## config.mk

```make
export PLATFORM = sky130hd
export DESIGN_NAME = int_issue_queue_flat
export DESIGN_NICKNAME = d
export VERILOG_FILES = /design/src/rtl/int_issue_queue_if.sv /design/src/rtl/int_issue_queue.sv /design/src/flat_wrapper.sv
export SDC_FILE = /design/constraint.sdc
export NUM_CORES = 2
export LEC_CHECK = 0
export BUFFER_PORTS_ARGS = -buffer_cell sky130_fd_sc_hd__buf_4
export CELL_PAD_IN_SITES_DETAIL_PLACEMENT = 0
export CELL_PAD_IN_SITES_GLOBAL_PLACEMENT = 1
export CORE_AREA = 5 5 327 329
export CTS_BUF_LIST = sky130_fd_sc_hd__clkbuf_8
export CTS_CLUSTER_DIAMETER = 200
export DETAILED_ROUTE_END_ITERATION = 8
export DIE_AREA = 0 0 332 334
export GPL_TIMING_DRIVEN = 0
export PLACE_DENSITY = 0.62
export SLEW_MARGIN = 15
export SYNTH_ARGS = -nofsm -noshare
export SYNTH_HDL_FRONTEND = slang
export SYNTH_SLANG_ARGS = --single-unit
```

## constraint.sdc

```tcl
create_clock -name clk -period 5.32 [get_ports clk]
set_input_delay 0.266 -clock clk [delete_from_list [all_inputs] [get_ports clk]]
set_output_delay 0.266 -clock clk [all_outputs]
set_load 0.01 [all_outputs]
```

## src/rtl/int_issue_queue_if.sv

```systemverilog
// Rename/scheduler-facing bundle for the integer issue queue.
// The scheduler-facing bundle carries allocation, dispatch, wakeup and flush, plus the registered per-entry view.
interface int_issue_queue_if #(
    parameter int DEPTH     = 8,
    parameter int IDX_W     = 3,
    parameter int TAG_W     = 6,
    parameter int AL_W      = 5,
    parameter int PAYLOAD_W = 72
);
    logic                                alloc_valid;
    logic                                alloc_ready;
    logic [TAG_W-1:0]                    alloc_src1;
    logic [TAG_W-1:0]                    alloc_src2;
    logic                                alloc_src1_rdy;
    logic                                alloc_src2_rdy;
    logic [AL_W-1:0]                     alloc_al_id;
    logic [PAYLOAD_W-1:0]                alloc_payload;
    logic                                disp_valid;
    logic [IDX_W-1:0]                    disp_index;
    logic [1:0]                          wk_valid;
    logic [1:0][TAG_W-1:0]               wk_tag;
    logic                                flush;
    logic [DEPTH-1:0]                    entry_available_bit;
    logic [DEPTH-1:0]                    ready_bit_src1;
    logic [DEPTH-1:0]                    ready_bit_src2;
    logic [DEPTH-1:0][TAG_W-1:0]         src1;
    logic [DEPTH-1:0][TAG_W-1:0]         src2;
    logic [DEPTH-1:0][AL_W-1:0]          active_list_id;
    logic [DEPTH-1:0][PAYLOAD_W-1:0]     payload;
    logic [IDX_W:0]                      count;

    modport master (
        output alloc_valid, alloc_src1, alloc_src2, alloc_src1_rdy, alloc_src2_rdy,
               alloc_al_id, alloc_payload, disp_valid, disp_index, wk_valid, wk_tag, flush,
        input  alloc_ready, entry_available_bit, ready_bit_src1, ready_bit_src2,
               src1, src2, active_list_id, payload, count
    );

    modport slave (
        input  alloc_valid, alloc_src1, alloc_src2, alloc_src1_rdy, alloc_src2_rdy,
               alloc_al_id, alloc_payload, disp_valid, disp_index, wk_valid, wk_tag, flush,
        output alloc_ready, entry_available_bit, ready_bit_src1, ready_bit_src2,
               src1, src2, active_list_id, payload, count
    );
endinterface

```

## src/rtl/int_issue_queue.sv

```systemverilog
// Integer issue queue: lowest-free-slot allocation, two-port tag wakeup with
// same-cycle allocation bypass, indexed dispatch and whole-queue flush.
module int_issue_queue #(
    parameter int DEPTH     = 8,
    parameter int IDX_W     = 3,
    parameter int TAG_W     = 6,
    parameter int AL_W      = 5,
    parameter int PAYLOAD_W = 72
) (
    input logic              clk,
    input logic              rst,
    int_issue_queue_if.slave bus
);
    localparam logic [IDX_W:0] FULL_CNT = (IDX_W+1)'(DEPTH);

    logic [DEPTH-1:0]                r_avail;
    logic [DEPTH-1:0]                r_rdy1;
    logic [DEPTH-1:0]                r_rdy2;
    logic [DEPTH-1:0][TAG_W-1:0]     r_src1;
    logic [DEPTH-1:0][TAG_W-1:0]     r_src2;
    logic [DEPTH-1:0][AL_W-1:0]      r_alid;
    logic [DEPTH-1:0][PAYLOAD_W-1:0] r_payload;
    logic [IDX_W:0]                  r_count;

    logic             w_alloc_ready;
    logic             w_alloc_fire;
    logic             w_disp_fire;
    logic [IDX_W-1:0] w_alloc_idx;
    logic             w_new_rdy1;
    logic             w_new_rdy2;

    function automatic logic wk_hit(input logic [TAG_W-1:0]      tag,
                                    input logic [1:0]            v,
                                    input logic [1:0][TAG_W-1:0] t);
        return (v[0] && (t[0] == tag)) || (v[1] && (t[1] == tag));
    endfunction

    assign w_alloc_ready = (r_count != FULL_CNT);
    assign w_alloc_fire  = bus.alloc_valid & w_alloc_ready & ~bus.flush;
    assign w_disp_fire   = bus.disp_valid & ~r_avail[bus.disp_index] & ~bus.flush;
    assign w_new_rdy1    = bus.alloc_src1_rdy | wk_hit(bus.alloc_src1, bus.wk_valid, bus.wk_tag);
    assign w_new_rdy2    = bus.alloc_src2_rdy | wk_hit(bus.alloc_src2, bus.wk_valid, bus.wk_tag);

    // Target is picked from the registered free mask, so a slot freed this cycle waits a cycle.
    always_comb begin
        logic found;
        found       = 1'b0;
        w_alloc_idx = '0;
        for (int unsigned i = 0; i < DEPTH; i++) begin
            if (r_avail[i] && !found) begin
                w_alloc_idx = IDX_W'(i);
                found       = 1'b1;
            end
        end
    end

    always_ff @(posedge clk) begin
        if (rst) begin
            r_avail   <= '1;
            r_rdy1    <= '0;
            r_rdy2    <= '0;
            r_src1    <= '0;
            r_src2    <= '0;
            r_alid    <= '0;
            r_payload <= '0;
            r_count   <= '0;
        end else if (bus.flush) begin
            r_avail <= '1;
            r_rdy1  <= '0;
            r_rdy2  <= '0;
            r_count <= '0;
        end else begin
            for (int unsigned i = 0; i < DEPTH; i++) begin
                if (!r_avail[i]) begin
                    if (wk_hit(r_src1[i], bus.wk_valid, bus.wk_tag)) r_rdy1[i] <= 1'b1;
                    if (wk_hit(r_src2[i], bus.wk_valid, bus.wk_tag)) r_rdy2[i] <= 1'b1;
                end
                if (w_disp_fire && (bus.disp_index == IDX_W'(i))) begin
                    r_avail[i] <= 1'b1;
                    r_rdy1[i]  <= 1'b0;
                    r_rdy2[i]  <= 1'b0;
                end
                if (w_alloc_fire && (w_alloc_idx == IDX_W'(i))) begin
                    r_avail[i]   <= 1'b0;
                    r_rdy1[i]    <= w_new_rdy1;
                    r_rdy2[i]    <= w_new_rdy2;
                    r_src1[i]    <= bus.alloc_src1;
                    r_src2[i]    <= bus.alloc_src2;
                    r_alid[i]    <= bus.alloc_al_id;
                    r_payload[i] <= bus.alloc_payload;
                end
            end
            r_count <= r_count + (IDX_W+1)'(w_alloc_fire) - (IDX_W+1)'(w_disp_fire);
        end
    end

    assign bus.alloc_ready         = w_alloc_ready;
    assign bus.entry_available_bit = r_avail;
    assign bus.ready_bit_src1      = r_rdy1;
    assign bus.ready_bit_src2      = r_rdy2;
    assign bus.src1                = r_src1;
    assign bus.src2                = r_src2;
    assign bus.active_list_id      = r_alid;
    assign bus.payload             = r_payload;
    assign bus.count               = r_count;
endmodule
```

## src/flat_wrapper.sv

```systemverilog
// flat-port wrapper written by rule: the top's interface ports become plain ports
module int_issue_queue_flat 
#(
    parameter int DEPTH     = 8,
    parameter int IDX_W     = 3,
    parameter int TAG_W     = 6,
    parameter int AL_W      = 5,
    parameter int PAYLOAD_W = 72
)
  (clk, rst, bus_alloc_valid, bus_alloc_src1, bus_alloc_src2, bus_alloc_src1_rdy, bus_alloc_src2_rdy, bus_alloc_al_id, bus_alloc_payload, bus_disp_valid, bus_disp_index, bus_wk_valid, bus_wk_tag, bus_flush, bus_alloc_ready, bus_entry_available_bit, bus_ready_bit_src1, bus_ready_bit_src2, bus_src1, bus_src2, bus_active_list_id, bus_payload, bus_count);
  int_issue_queue_if #(.DEPTH(DEPTH), .IDX_W(IDX_W), .TAG_W(TAG_W), .AL_W(AL_W), .PAYLOAD_W(PAYLOAD_W)) bus_i ();
  input logic clk;
  input logic rst;
  input wire logic [$bits(bus_i.alloc_valid)-1:0] bus_alloc_valid;
  input wire logic [$bits(bus_i.alloc_src1)-1:0] bus_alloc_src1;
  input wire logic [$bits(bus_i.alloc_src2)-1:0] bus_alloc_src2;
  input wire logic [$bits(bus_i.alloc_src1_rdy)-1:0] bus_alloc_src1_rdy;
  input wire logic [$bits(bus_i.alloc_src2_rdy)-1:0] bus_alloc_src2_rdy;
  input wire logic [$bits(bus_i.alloc_al_id)-1:0] bus_alloc_al_id;
  input wire logic [$bits(bus_i.alloc_payload)-1:0] bus_alloc_payload;
  input wire logic [$bits(bus_i.disp_valid)-1:0] bus_disp_valid;
  input wire logic [$bits(bus_i.disp_index)-1:0] bus_disp_index;
  input wire logic [$bits(bus_i.wk_valid)-1:0] bus_wk_valid;
  input wire logic [$bits(bus_i.wk_tag)-1:0] bus_wk_tag;
  input wire logic [$bits(bus_i.flush)-1:0] bus_flush;
  output wire logic [$bits(bus_i.alloc_ready)-1:0] bus_alloc_ready;
  output wire logic [$bits(bus_i.entry_available_bit)-1:0] bus_entry_available_bit;
  output wire logic [$bits(bus_i.ready_bit_src1)-1:0] bus_ready_bit_src1;
  output wire logic [$bits(bus_i.ready_bit_src2)-1:0] bus_ready_bit_src2;
  output wire logic [$bits(bus_i.src1)-1:0] bus_src1;
  output wire logic [$bits(bus_i.src2)-1:0] bus_src2;
  output wire logic [$bits(bus_i.active_list_id)-1:0] bus_active_list_id;
  output wire logic [$bits(bus_i.payload)-1:0] bus_payload;
  output wire logic [$bits(bus_i.count)-1:0] bus_count;
  assign bus_i.alloc_valid = bus_alloc_valid;
  assign bus_i.alloc_src1 = bus_alloc_src1;
  assign bus_i.alloc_src2 = bus_alloc_src2;
  assign bus_i.alloc_src1_rdy = bus_alloc_src1_rdy;
  assign bus_i.alloc_src2_rdy = bus_alloc_src2_rdy;
  assign bus_i.alloc_al_id = bus_alloc_al_id;
  assign bus_i.alloc_payload = bus_alloc_payload;
  assign bus_i.disp_valid = bus_disp_valid;
  assign bus_i.disp_index = bus_disp_index;
  assign bus_i.wk_valid = bus_wk_valid;
  assign bus_i.wk_tag = bus_wk_tag;
  assign bus_i.flush = bus_flush;
  assign bus_alloc_ready = bus_i.alloc_ready;
  assign bus_entry_available_bit = bus_i.entry_available_bit;
  assign bus_ready_bit_src1 = bus_i.ready_bit_src1;
  assign bus_ready_bit_src2 = bus_i.ready_bit_src2;
  assign bus_src1 = bus_i.src1;
  assign bus_src2 = bus_i.src2;
  assign bus_active_list_id = bus_i.active_list_id;
  assign bus_payload = bus_i.payload;
  assign bus_count = bus_i.count;
  int_issue_queue #(.DEPTH(DEPTH), .IDX_W(IDX_W), .TAG_W(TAG_W), .AL_W(AL_W), .PAYLOAD_W(PAYLOAD_W)) u_core (.clk(clk), .rst(rst), .bus(bus_i));
endmodule
```

# Word level (Yosys, flattened, before mapping)
# Index checks and enable logic that the tools add are counted.
# W data, S select, Z words.
# totals
register_bits	740
input_bits	113
word_cells	358
# classes
addsub	2
magnitude_cmp	1
eq_ne	59
n_mux	96
n_bitwise	8
reduce_logical	135
# op_table
operator	count
$eq A6 B6 Y1	36
$mux W1	89
$logic_and A1 B1 Y1	59
$reduce_and A2 Y1	24
$reduce_bool A3 Y1	16
$eq A3 B3 Y1 const B	8
$ne A3 B3 Y1 const B	8
$logic_or A1 B1 Y1	18
$reduce_bool A2 Y1	8
$eq A3 B2 Y1 const B	4
$mux W3	4
$logic_not A1 Y1	7
$eq A3 B1 Y1 const B	2
$logic_not A3 Y1	2
$add A4 B1 Y4	1
$and A1 B1 Y1	4
$lt A3 B4 Y1 const B	1
$mux W2	2
$ne A4 B4 Y1 const B	1
$sub A4 B1 Y4	1
$bmux W1 S3	1
$not A1 Y1	2
$or A1 B1 Y1	2
$reduce_or A2 Y1	1

# Depth between registers and ports, before layout
# logic_depth
ltp_word	26
ltp_mapped	11
mapped_depth_nobuf	10

# Worst setup path before layout
# OpenSTA, ideal clock, no wires.
# synth_path
kind	input to register
start	input port bus_disp_index[0]
end	register u_core.r_count[2], in the netlist u_core.bus.count[2]
setup_time_ns	0.078
t_arrival_ns	2.598
setup_slack_ns	2.645
path_stages	11
n_path_buf	1
path_cell_list	clkbuf_1 > mux4_2 > mux2_2 > nor3b_1 > ha_1 > inv_1 > ha_1 > inv_1 > fa_1 > xor2_1 > nor3_1
# synth_between
elab_chain_len	6
# synth_rtl
item	line_no	text
start, declared	flat_wrapper.sv:22	input wire logic [$bits(bus_i.disp_index)-1:0] bus_disp_index;
$bmux W1 S3	int_issue_queue.sv:40	assign w_disp_fire = bus.disp_valid & ~r_avail[bus.disp_index] & ~bus.flush;
$mux W1 (implied by the code)	int_issue_queue.sv:40	
$not A1 Y1	int_issue_queue.sv:40	
$and A1 B1 Y1 (2 in series)	int_issue_queue.sv:40	
$sub A4 B1 Y4	int_issue_queue.sv:93	r_count <= r_count + (IDX_W+1)'(w_alloc_fire) - (IDX_W+1)'(w_disp_fire);
end signal, assigned	int_issue_queue.sv:93	
end, declared	int_issue_queue.sv:23	logic [IDX_W:0] r_count;
# No other way between the ends. The select of a mux whose other input is x is not followed.
# A chain may end at the register's enable or synchronous reset.

# Worst setup path in the final report
# layout_path
start	register u_core.r_avail[7], in the netlist u_core.bus.entry_available_bit[7]
end	register u_core.r_rdy1[6], in the netlist u_core.bus.ready_bit_src1[6]
# layout_between
elab_chain_len	8
word_cells_on_any_way	15
classes_between	2 x eq/ne; 5 x mux; 3 x bitwise; 5 x reduce/logical
# layout_rtl
item	line_no	text
start, declared	int_issue_queue.sv:16	logic [DEPTH-1:0] r_avail;
start signal, assigned	int_issue_queue.sv:59	r_avail <= '1;
start signal, assigned	int_issue_queue.sv:68	r_avail <= '1;
start signal, assigned by index	int_issue_queue.sv:79	r_avail[i] <= 1'b1;
$bmux W1 S3	int_issue_queue.sv:40	
$mux W1 (implied by the code)	int_issue_queue.sv:40	
$not A1 Y1	int_issue_queue.sv:40	
$and A1 B1 Y1 (2 in series)	int_issue_queue.sv:40	
$logic_and A1 B1 Y1	int_issue_queue.sv:78	if (w_disp_fire && (bus.disp_index == IDX_W'(i))) begin
$ne A3 B3 Y1 (no source line), or another cell as far along	--	
$reduce_and A2 Y1 (no source line) / $mux W1 (equally long branches)	--	
end signal, assigned by index	int_issue_queue.sv:85	r_rdy1[i] <= w_new_rdy1;
end, declared	int_issue_queue.sv:17	logic [DEPTH-1:0] r_rdy1;
# Parallel ways exist; a longest one is shown, timed or not. The select of a mux whose other input is x is not followed.

==> results.ini <==
[yosys]
avgSynthCellArea_um2 = 8.31
yosysMostFrequentCell = nand2_1
synth_area_um2 = 29000
synthTopCellsByArea = dfxtp_1 (51%), nand2_1 (14%), a21oi_1 (9.3%)
yosysTopAreaCell = dfxtp_1
synthCells = 3485
netlist.area_leader.share = 0.511
ys_ff_latch = 740
async_flop_share = 0
synth_commonest_cells = nand2_1 (1072), dfxtp_1 (740), a21oi_1 (536)
ys_seq_area_frac = 0.511
synth_edf_count = 0
yosys_warnings = 0
ys_types = 54
synthesis.nets = 3604
ys.flop_type = dfxtp_1

[setup_path]
arrival_ns = 4.17
r2r_end = u_core.bus.ready_bit_src1[6]
crit_buf_inv = 2
crit_family = compound AO/OA/AOI/OAI gates
reg2regPathDepth = 7
end_kind = register
cp.required_ns = 5.97
critPathLaunchType = register
critPathSlowestCell = o31ai_1
critPathMaxFanout = 10
crit_path_max_incr_delay_ns = 0.79
worstSetupPathType = reg2reg
path_cells = clkbuf_1 -> nor2_1 -> o31ai_1 -> nand4_1 -> buf_2 -> o311ai_0 -> o22ai_1
regToRegSetupSlack_ns = 1.80
r2r-start = u_core.bus.entry_available_bit[7]

[power_and_ir_drop]
comb_power_share = 0.065
power.switching_mw = 3.19
vdd_drop_max_uv = 236
swShare = 0.269
leakagePower_nw = 17.3
seqPwrFrac = 0.475
power_density_nw_per_um2 = 295
clkPwrFrac = 0.460
internal_power_mw = 8.65

[timing]
fin_crit_sh = 0.662
layout_min_cycle_time_ns = 3.52
rsz0062_at_grt = no
slew_violations = 0
max-slew-margin-rel = 0.190
setup_violations = 0
fmax_mhz = 284
tightest_slew_ns = 1.20
skew_ns = 0.0520
hold_viol = 0
fin_tns_setup_ns = 0

[cts]
cts_buffers = 140
htree_num_levels = 4
clk_pin_slew_ns = 0.06
cts_tree = done
ctsHoldBuffers = 97
clk_path_buf_depth = 3
worstSkewPairLatency_ns = 0.84
clockRootBuffer = clkbuf_8
post_cts.repair.setup_buffers = 0
cts.repair.resized = 0
clock-sinks = 740

[routing]
drt_iter0_drc = 1885
first_pass_iters = 6
vias = 28400
drt-wirelength-per-cell_um = 25.2
routed_wl_mm = 150
drc = 0
antenna_left = 0
viasPerCell = 4.76

[place]
place.detailed.hpwl_mm = 113
port_buffers = 747
gp_congestion = 0.873
dpl_cell_area_um2 = 36400

[layout]
finalInstanceArea_um2 = 40100
nets = 4598
syn2layout_area_growth_pct = 38.4
finish.utilization = 0.389
nFillCells = 10900
drive_gt1_frac = 0.236

[die]
fp.dieH_um = 334
die_x_um = 332
die-area_um2 = 111000
rows = 118
initial_core_util = 0.281
io_pins = 854
core_um2 = 103000

[grt]
grt_pass1_vias = 27600
use_met2 = 0.450
grt.met1_usage = 0.304
antenna_found_initial = 9
grt.met3_usage = 0.0776
grt_pass1_wl_mm = 210
grt_max_degree = 17
grt_usage = 0.258
grt_overflow = 0
busiest_layer = met2

[worst_hold_path]
hold_depth = 5
min_path_type = in2reg
holdPathEnd = u_core.bus.entry_available_bit[7]
min-delay-start = bus_disp_index[0]

[flow_run]
maxCapViolations = 0

[outcome]
status = complete, no violations

## per-layer routing
layer | share of wire | up-vias
met5 | 0.000086 | -
met4 | 0.034 | 2
met3 | 0.081 | 224
met2 | 0.49 | 1050
met1 | 0.40 | 13800
li1 | - | 13400
## worst max-delay path by stage
stage                                                  from                      endpoint  slack [ns]  depth (start not counted)
after floorplan                           bus_disp_index[0]           u_core.bus.count[2]        2.64                         11
after global placement    u_core.bus.entry_available_bit[2]       u_core.bus.payload[571]        1.11                          6
after detailed placement  u_core.bus.entry_available_bit[7]  u_core.bus.ready_bit_src1[6]        1.73                          7
after CTS                 u_core.bus.entry_available_bit[7]  u_core.bus.ready_bit_src1[6]        1.69                          7
after global routing      u_core.bus.entry_available_bit[7]  u_core.bus.ready_bit_src1[6]        1.52                          7
final                     u_core.bus.entry_available_bit[7]  u_core.bus.ready_bit_src1[6]        1.80                          7
## layout by cell type, fill, tap and decap left out, types with 3 or more instances in the layout
cell type and count:
clkinvlp_4 3, o21ai_0 8, clkinv_2 4, nor4_1 36, nand4_1 33, clkbuf_1 205
buf_6 9, o311ai_0 5, diode_2 5, xor2_1 116, ha_1 5, a211oi_1 3
a21oi_1 536, xnor2_1 102, o211ai_1 7, clkinv_8 3, nand2_1 1072, o22ai_1 14
dlygate4sd3_1 97, clkbuf_8 165, nor2_1 196, nor3_1 20, mux2i_1 178, nand2b_1 8
dfxtp_1 740, buf_4 787, clkbuf_2 6, inv_8 5, nor2b_1 15, buf_2 74
inv_1 65, buf_1 12
## registers in the layout, indices dropped and copies added, names as in the netlist
signal                          cells
u_core.bus.active_list_id          40
u_core.bus.count                    4
u_core.bus.entry_available_bit      8
u_core.bus.payload                576
u_core.bus.ready_bit_src1           8
u_core.bus.ready_bit_src2           8
u_core.bus.src1                    48
u_core.bus.src2                    48
## power by group through the flow
stage               combinational [mW]  clock [mW]  sequential, mW
global route                     0.819        5.83            5.62
CTS                              0.777        5.59            5.62
detailed placement               0.718           0            5.74
floorplan                        0.345           0            5.75
finish                           0.770        5.45            5.62
global placement                 0.711           0            5.74
## cells by family (layout without fill, tap and decap cells)
| logic type | count (synthesis) | after routing | share of synthesized area |
|---|---|---|---|
| AND/OR/NAND/NOR | 1396 | 1396 | 0.193 |
| flip-flops | 740 | 740 | 0.511 |
| AO/OA/AOI/OAI | 596 | 596 | 0.109 |
| buffers and inverters | 348 | 1441 | 0.0550 |
| XOR/XNOR | 218 | 218 | 0.0659 |
| multiplexers | 181 | 181 | 0.0634 |
| adder cells (fa/ha/maj) | 6 | 6 | 0.00285 |
| other | 0 | 5 | 0 |
## per-stage QoR
step | worst slack [ns] | instances | power, mW | hold WS, ns
after CTS | 1.69 | 5958 | 12.0 | 0.00208
after detailed placement | 1.73 | 5620 | 6.45 | 0.447
final | 1.80 | 5963 | 11.8 | 0.101
after global routing | 1.52 | 5961 | 12.3 | 0.0968
after floorplan | 2.64 | 3485 | 6.09 | 0.481
after global placement | 1.11 | 5612 | 6.45 | 0.442
## cell type report
class,count,area (um^2),share of cell area
Clock inverter,76,399,0.00995
Timing Repair Buffer,852,6680,0.167
Clock buffer,165,2270,0.0566
Buffer,341,1580,0.0393
Antenna cell,5,12.5,0.000312
Multi-Input combinational cell,2397,12600,0.314
Tap cell,1380,1730,0.0431
Sequential cell,740,14800,0.369
Inverter,7,26.3,0.000655
## worst min-delay path, delay by kind of cell
| family | cells | cell delay, ns |
|---|---|---|
| AND/OR/NAND/NOR | 3 | 0.32 |
| buffers and inverters | 1 | 0.19 |
| AO/OA/AOI/OAI | 1 | 0.07 |
Power figures use the tool's default switching activity.
